$ cat src/rtl/bus_arbiter_pkg.sv
// ---------------------------------------------------------------------------
// bus_arbiter_pkg
// Shared definitions for the three-requester RAM bus arbiter: owner
// encodings, round-robin pointer encoding, default starvation threshold and
// the width of the per-DMA wait counters.
// ---------------------------------------------------------------------------
package bus_arbiter_pkg;

    // Current bus owner; the numeric values are visible on the owner port.
    typedef enum logic [1:0] {
        OWN_IDLE = 2'd0,
        OWN_CPU  = 2'd1,
        OWN_DMA0 = 2'd2,
        OWN_DMA1 = 2'd3
    } owner_t;

    // Round-robin pointer: names the DMA that gets the next tie.
    typedef enum logic {
        RR_DMA0 = 1'b0,
        RR_DMA1 = 1'b1
    } rr_t;

    // Cycles a DMA may wait before it is treated as starved (legal 1..15).
    localparam int unsigned DEFAULT_MAX_WAIT = 8;

    // Four bits hold any legal MAX_WAIT value.
    localparam int unsigned WAIT_W = 4;

endpackage

$ cat src/rtl/arb_wait_cnt.sv
// ---------------------------------------------------------------------------
// arb_wait_cnt
// Per-DMA wait counter. Counts cycles during which the requester asks for the
// bus without holding it, saturates at MAX_WAIT and clears as soon as the
// request is withdrawn or the grant is held.
//
// Ports
//   clk      in   rising-edge clock
//   rst      in   asynchronous active-low reset
//   req      in   requester's bus request
//   gnt      in   requester's registered grant
//   starved  out  registered flag: counter sits at MAX_WAIT
// ---------------------------------------------------------------------------
module arb_wait_cnt
    import bus_arbiter_pkg::*;
#(
    parameter int unsigned MAX_WAIT = DEFAULT_MAX_WAIT
) (
    input  logic clk,
    input  logic rst,
    input  logic req,
    input  logic gnt,
    output logic starved
);

    localparam logic [WAIT_W-1:0] MAX_CNT = WAIT_W'(MAX_WAIT);
    localparam logic [WAIT_W-1:0] ONE_CNT = WAIT_W'(1);

    logic [WAIT_W-1:0] cnt_r;
    logic [WAIT_W-1:0] cnt_nxt_s;
    logic              starved_r;

    // Next counter value: clear, saturate or increment.
    always_comb begin
        cnt_nxt_s = cnt_r;
        if (!req || gnt) begin
            cnt_nxt_s = '0;
        end else if (cnt_r != MAX_CNT) begin
            cnt_nxt_s = cnt_r + ONE_CNT;
        end else begin
            cnt_nxt_s = cnt_r;
        end
    end

    // Counter and starvation flag registers; the flag tracks the counter so
    // it is valid in the same cycle the counter reaches MAX_WAIT.
    always_ff @(posedge clk or negedge rst) begin
        if (!rst) begin
            cnt_r     <= '0;
            starved_r <= 1'b0;
        end else begin
            cnt_r     <= cnt_nxt_s;
            starved_r <= (cnt_nxt_s == MAX_CNT);
        end
    end

    assign starved = starved_r;

endmodule

$ cat src/rtl/bus_arbiter.sv
// ---------------------------------------------------------------------------
// bus_arbiter
// Arbitrates one RAM port between a CPU and two DMA engines. Ownership is
// non-preemptive; on release the bus is handed over at the same edge to the
// best remaining requester (starved DMA > cpu > non-starved DMA, DMA ties by
// round-robin). The owner's address, write data and write enable are muxed
// onto the RAM port; read data is not routed here.
//
// Ports
//   clk, rst                       clock, asynchronous active-low reset
//   cpu_req/dma0_req/dma1_req      bus requests (held for whole ownership)
//   cpu_gnt/dma0_gnt/dma1_gnt      registered one-hot grants
//   *_addr, *_w, *_w_en            requester address / write data / enable
//   ram_rw_addr, ram_w, ram_w_en   owner's signals, zero when idle
//   owner                          0 idle, 1 cpu, 2 dma0, 3 dma1
// ---------------------------------------------------------------------------
module bus_arbiter
    import bus_arbiter_pkg::*;
#(
    parameter int unsigned MAX_WAIT = DEFAULT_MAX_WAIT
) (
    input  logic       clk,
    input  logic       rst,
    input  logic       cpu_req,
    input  logic       dma0_req,
    input  logic       dma1_req,
    output logic       cpu_gnt,
    output logic       dma0_gnt,
    output logic       dma1_gnt,
    input  logic [7:0] cpu_addr,
    input  logic [7:0] dma0_addr,
    input  logic [7:0] dma1_addr,
    input  logic [7:0] cpu_w,
    input  logic [7:0] dma0_w,
    input  logic [7:0] dma1_w,
    input  logic       cpu_w_en,
    input  logic       dma0_w_en,
    input  logic       dma1_w_en,
    output logic [7:0] ram_rw_addr,
    output logic [7:0] ram_w,
    output logic       ram_w_en,
    output logic [1:0] owner
);

    owner_t owner_r;
    owner_t owner_nxt_s;
    owner_t winner_s;
    rr_t    rr_r;
    rr_t    rr_nxt_s;
    logic   cpu_gnt_r;
    logic   dma0_gnt_r;
    logic   dma1_gnt_r;
    logic   hold_s;
    logic   cpu_cand_s;
    logic   dma0_cand_s;
    logic   dma1_cand_s;
    logic   dma0_st_s;
    logic   dma1_st_s;
    logic   dma0_starved_s;
    logic   dma1_starved_s;

    arb_wait_cnt #(.MAX_WAIT(MAX_WAIT)) u_wait_dma0 (
        .clk     (clk),
        .rst     (rst),
        .req     (dma0_req),
        .gnt     (dma0_gnt_r),
        .starved (dma0_starved_s)
    );

    arb_wait_cnt #(.MAX_WAIT(MAX_WAIT)) u_wait_dma1 (
        .clk     (clk),
        .rst     (rst),
        .req     (dma1_req),
        .gnt     (dma1_gnt_r),
        .starved (dma1_starved_s)
    );

    // Candidate set and winner among requesters other than the current owner.
    // The starved flag is masked with req because it lags a dropped request
    // by one cycle.
    always_comb begin
        cpu_cand_s  = cpu_req  && (owner_r != OWN_CPU);
        dma0_cand_s = dma0_req && (owner_r != OWN_DMA0);
        dma1_cand_s = dma1_req && (owner_r != OWN_DMA1);
        dma0_st_s   = dma0_cand_s && dma0_starved_s;
        dma1_st_s   = dma1_cand_s && dma1_starved_s;
        winner_s    = OWN_IDLE;
        if (dma0_st_s && dma1_st_s) begin
            winner_s = (rr_r == RR_DMA0) ? OWN_DMA0 : OWN_DMA1;
        end else if (dma0_st_s) begin
            winner_s = OWN_DMA0;
        end else if (dma1_st_s) begin
            winner_s = OWN_DMA1;
        end else if (cpu_cand_s) begin
            winner_s = OWN_CPU;
        end else if (dma0_cand_s && dma1_cand_s) begin
            winner_s = (rr_r == RR_DMA0) ? OWN_DMA0 : OWN_DMA1;
        end else if (dma0_cand_s) begin
            winner_s = OWN_DMA0;
        end else if (dma1_cand_s) begin
            winner_s = OWN_DMA1;
        end else begin
            winner_s = OWN_IDLE;
        end
    end

    // Owner keeps the bus while its request stays high; otherwise hand over.
    always_comb begin
        hold_s = 1'b0;
        case (owner_r)
            OWN_CPU:  hold_s = cpu_req;
            OWN_DMA0: hold_s = dma0_req;
            OWN_DMA1: hold_s = dma1_req;
            default:  hold_s = 1'b0;
        endcase
        owner_nxt_s = hold_s ? owner_r : winner_s;
    end

    // Round-robin pointer moves to the other DMA whenever a DMA owns the bus.
    always_comb begin
        rr_nxt_s = rr_r;
        case (owner_nxt_s)
            OWN_DMA0: rr_nxt_s = RR_DMA1;
            OWN_DMA1: rr_nxt_s = RR_DMA0;
            default:  rr_nxt_s = rr_r;
        endcase
    end

    // Owner, grant and round-robin registers.
    always_ff @(posedge clk or negedge rst) begin
        if (!rst) begin
            owner_r    <= OWN_IDLE;
            rr_r       <= RR_DMA0;
            cpu_gnt_r  <= 1'b0;
            dma0_gnt_r <= 1'b0;
            dma1_gnt_r <= 1'b0;
        end else begin
            owner_r    <= owner_nxt_s;
            rr_r       <= rr_nxt_s;
            cpu_gnt_r  <= (owner_nxt_s == OWN_CPU);
            dma0_gnt_r <= (owner_nxt_s == OWN_DMA0);
            dma1_gnt_r <= (owner_nxt_s == OWN_DMA1);
        end
    end

    // RAM port mux driven by the registered owner, so a non-owner never
    // reaches the RAM and reset zeroes the port immediately.
    always_comb begin
        ram_rw_addr = 8'h00;
        ram_w       = 8'h00;
        ram_w_en    = 1'b0;
        case (owner_r)
            OWN_CPU: begin
                ram_rw_addr = cpu_addr;
                ram_w       = cpu_w;
                ram_w_en    = cpu_w_en;
            end
            OWN_DMA0: begin
                ram_rw_addr = dma0_addr;
                ram_w       = dma0_w;
                ram_w_en    = dma0_w_en;
            end
            OWN_DMA1: begin
                ram_rw_addr = dma1_addr;
                ram_w       = dma1_w;
                ram_w_en    = dma1_w_en;
            end
            default: begin
                ram_rw_addr = 8'h00;
                ram_w       = 8'h00;
                ram_w_en    = 1'b0;
            end
        endcase
    end

    assign cpu_gnt  = cpu_gnt_r;
    assign dma0_gnt = dma0_gnt_r;
    assign dma1_gnt = dma1_gnt_r;
    assign owner    = owner_r;

endmodule

$ cat config.mk
export PLATFORM = sky130hd
export DESIGN_NAME = bus_arbiter
export DESIGN_NICKNAME = d
export VERILOG_FILES = /design/src/rtl/bus_arbiter_pkg.sv /design/src/rtl/arb_wait_cnt.sv /design/src/rtl/bus_arbiter.sv
export SDC_FILE = /design/constraint.sdc
export NUM_CORES = 1
export LEC_CHECK = 0
export BUFFER_PORTS_ARGS = -buffer_cell sky130_fd_sc_hd__buf_2
export CORE_ASPECT_RATIO = 1.5
export CORE_MARGIN = 5
export CORE_UTILIZATION = 44
export CTS_BUF_LIST = sky130_fd_sc_hd__clkbuf_4
export DETAILED_ROUTE_END_ITERATION = 12
export GPL_ROUTABILITY_DRIVEN = 1
export MAX_ROUTING_LAYER = met4
export PLACE_DENSITY = 0.85
export SLEW_MARGIN = 20
export SYNTH_ARGS = -nofsm -noshare
export SYNTH_HDL_FRONTEND = slang
export SYNTH_SLANG_ARGS = --single-unit
$ cat constraint.sdc
create_clock -name clk -period 2 [get_ports clk]
set_clock_uncertainty 0.05 [all_clocks]
set_input_delay 0.1 -clock clk [delete_from_list [all_inputs] [get_ports clk]]
set_output_delay 0.1 -clock clk [all_outputs]
set_load 0.02 [all_outputs]
==> flow_metrics.tcl <==
set metrics [dict create \
    grt.busiest_layer "met2" \
    endpoint_kind "output port" \
    r2r-end "rr_r" \
    cts_tree "yes" \
    avgViaCountPerCell 5.10 \
    h-tree-depth 1 \
    p_per_area_mw_per_mm2 1310 \
    ioPinCount 78 \
    grt_util_all_layers_pct 16.4 \
    post_cts_buffers 0 \
    vias 1218 \
    ys_warn_count 0 \
    dieWidth_um 53.2 \
    hold_class "primary input to register" \
    endpoint "ram_rw_addr[6]" \
    setup_viol 0 \
    fin_crit_ns 1.93 \
    syn_area_per_cell_um2 9.87 \
    fin_setup_tns_ns 0 \
    synthesis.instances 125 \
    start_kind "register" \
    slowest_delay_ns 0.41 \
    synthesis.nets 185 \
    clkTransAtPathRegs_ns 0.08 \
    ir_worst_vdd_mv 0.789 \
    syn_to_final_growth_pct 36.1 \
    syn-cell-area_mm2 0.00123 \
    cts_buffers 3 \
    grt_use_met1_pct 17.0 \
    worstPathArrival_ns 1.78 \
    grt_pass1_wl_mm 4.83 \
    die_h_um 74.9 \
    overflow 0 \
    maxSlewViolCount 0 \
    grt_start_max_net_pins 23 \
    drt_wl_total_mm 3.47 \
    max_freq_ghz 0.519 \
    drt_iter0_drc 26 \
    clockBufferDepth 2 \
    crit_fanout 22 \
    cts.sinks 16 \
    cts_root_buffer "clkbuf_4" \
    worst-r2r-setup-slack_ns 0.35 \
    dieArea_mm2 0.00398 \
    routedWlPerCell_um 14.5 \
    fin_crit_sh_pct 96.4 \
    status "completed" \
    routabilityCongestion 0.854 \
    rows 23 \
    cp_slowest_cell "dfrtp_1" \
    remaining_drc_errors 0 \
    path_cells "buf_4 > mux2_1 > a22o_1 > buf_2" \
    place_hpwl_mm 2.93 \
    hold_viol_final 0 \
    antenna_found_initial 0 \
    synth_seq_area_share_pct 32.5 \
    grt_pass1_vias 1174 \
    total_leakage_power_nw 0.876 \
    max_slew_margin_pct 76.9 \
    critical_path_class "register to output port" \
    coreArea_mm2 0.00268 \
    use_met3_pct 3.76 \
    clkLatencyLatePin_ns 0.27 \
    r2r_cells 6 \
    tightest_slew_ns 0.346 \
    start_util_pct 46.1 \
    yosysUniqueCellTypes 33 \
    r2r-start "owner[0]" \
    nets 264 \
    worstPathRequired_ns 1.85 \
    grt.met2_usage_pct 30.4 \
    fin_util_pct 62.7 \
    rsz0062_at_grt "no" \
    antenna_cells 0 \
    ant_nets 0 \
    port_buffers 77 \
    fillers 233 \
    drv_cap 0 \
    drive_gt1_share_pct 46.0 \
    startpoint "owner[0]" \
    ys_ff_latch 16 \
    drt-pass1-iter-count 4 \
]
==> state kept, by name, summed over array words and instances, names as in the netlist <==
register	cells
u_wait_dma0.cnt_r	4
dma0_gnt	1
u_wait_dma1.starved	1
dma1_gnt	1
u_wait_dma0.starved	1
cpu_gnt	1
u_wait_dma1.cnt_r	4
rr_r	1
owner	2
==> worst max-delay path, delay by kind of cell, from the launching register on <==
family                 cells  cell delay, ns
AOI/OAI and AO/OA          1            0.26
muxes                      1            0.36
buffers and inverters      2            0.47
DFF                        1            0.41
==> worst min path at each step <==
stage	start	endpoint	slack (ns)	cells after the start
after floorplan	rst	cpu_gnt	-0.25	0
after global placement	rst	u_wait_dma0.cnt_r[3]	-0.03	1
after detailed placement	rst	u_wait_dma1.cnt_r[1]	-0.03	1
after CTS	dma0_req	u_wait_dma0.cnt_r[1]	0.12	3
after global routing	dma0_req	u_wait_dma0.cnt_r[1]	0.14	3
final	dma0_req	u_wait_dma0.cnt_r[1]	0.13	3
==> kinds of logic (layout without fill, tap and decap cells) <==
logic type / after synthesis / in the layout / synth area share, %
mux: 19 / 19 / 17.6
flops: 16 / 16 / 32.5
buf+inv: 17 / 94 / 6.79
simple gates: 34 / 34 / 14.3
compound gates: 31 / 31 / 21.9
fa+ha+maj: 4 / 4 / 4.06
xor+xnor: 4 / 4 / 2.84
==> synth_stat cells <==
cell type	instances	share of area [%]
o311a_1	1	0.81
buf_2	4	1.6
o211ai_2	1	1.0
o2bb2ai_1	1	0.71
nand3b_1	3	1.8
mux2_1	17	16
and2_1	1	0.51
ha_1	4	4.1
nor2b_1	1	0.51
buf_6	1	0.91
nor2_1	10	3.0
a22o_1	17	12
a32oi_1	1	0.71
buf_1	1	0.30
a21oi_2	1	0.71
a31oi_1	2	1.0
nand2_1	8	2.4
a21o_2	1	0.71
a221oi_2	1	1.2
inv_1	8	2.4
buf_4	2	1.2
dfrtp_1	16	32
o311ai_2	1	1.3
mux2_2	1	0.91
xor2_1	2	1.4
nand2b_1	6	3.0
nor4b_1	2	1.4
nand4b_1	1	0.71
a21oi_1	4	1.6
mux2_4	1	1.2
inv_2	1	0.30
nand3_1	2	0.81
xnor2_1	2	1.4
==> per-layer routing <==
metal,up-vias,routed length (um)
met5,-,0
met1,542,1310
li1,609,-
met4,0,0
met2,67,1640
met3,0,518
==> power by group <==
group          leakage, nW  switching [mW]  internal, mW  total [mW]
clock               0.0138          0.0882        0.0697       0.158
combinational        0.653           0.873         0.658        1.53
sequential           0.209           0.103         0.409       0.512
total                0.876            1.06          1.14        2.20
==> layout make-up <==
| class | instances | area, um2 | area share, % |
|---|---|---|---|
| inverters | 9 | 33.8 | 2.01 |
| clock buffers | 3 | 22.5 | 1.34 |
| multi-input cells | 92 | 749 | 44.6 |
| well taps | 37 | 46.3 | 2.76 |
| repair buffers | 82 | 425 | 25.3 |
| flip-flops and latches | 16 | 402 | 23.9 |
==> through the flow <==
step	total power, mW	instances	hold WS [ns]	cell area [um2]	setup WS [ns]
after floorplan	1.61	125	-0.246	1230	0.300
after global placement	2.03	235	-0.0280	1650	0.396
after detailed placement	2.05	235	-0.0273	1650	0.309
after CTS	2.22	239	0.120	1680	0.0606
after global routing	2.36	239	0.137	1680	0.0100
final	2.20	239	0.130	1680	0.0714
==> repair_timing <==
action / in CTS / in global routing
endpoints found under the hold margin: 16 / 0
hold buffers: 1 / 0
resized for setup: 0 / 1
endpoints found under the setup margin: 0 / 4
==> layout by cell type, fill, tap and decap left out, types with 2 or more instances in the layout <==
master | synthesis | final
clkbuf_4 | 0 | 3
nand2_1 | 8 | 8
a31oi_1 | 2 | 2
nor4b_1 | 2 | 2
a22o_1 | 17 | 17
nand3_1 | 2 | 2
a21oi_1 | 4 | 4
nand3b_1 | 3 | 3
mux2_1 | 17 | 17
xor2_1 | 2 | 2
buf_2 | 4 | 77
dfrtp_1 | 16 | 15
nand2b_1 | 6 | 6
xnor2_1 | 2 | 2
ha_1 | 4 | 4
nor2_1 | 10 | 10
inv_1 | 8 | 8
buf_4 | 2 | 4
No activity file was read; power rests on OpenSTA's default activity.
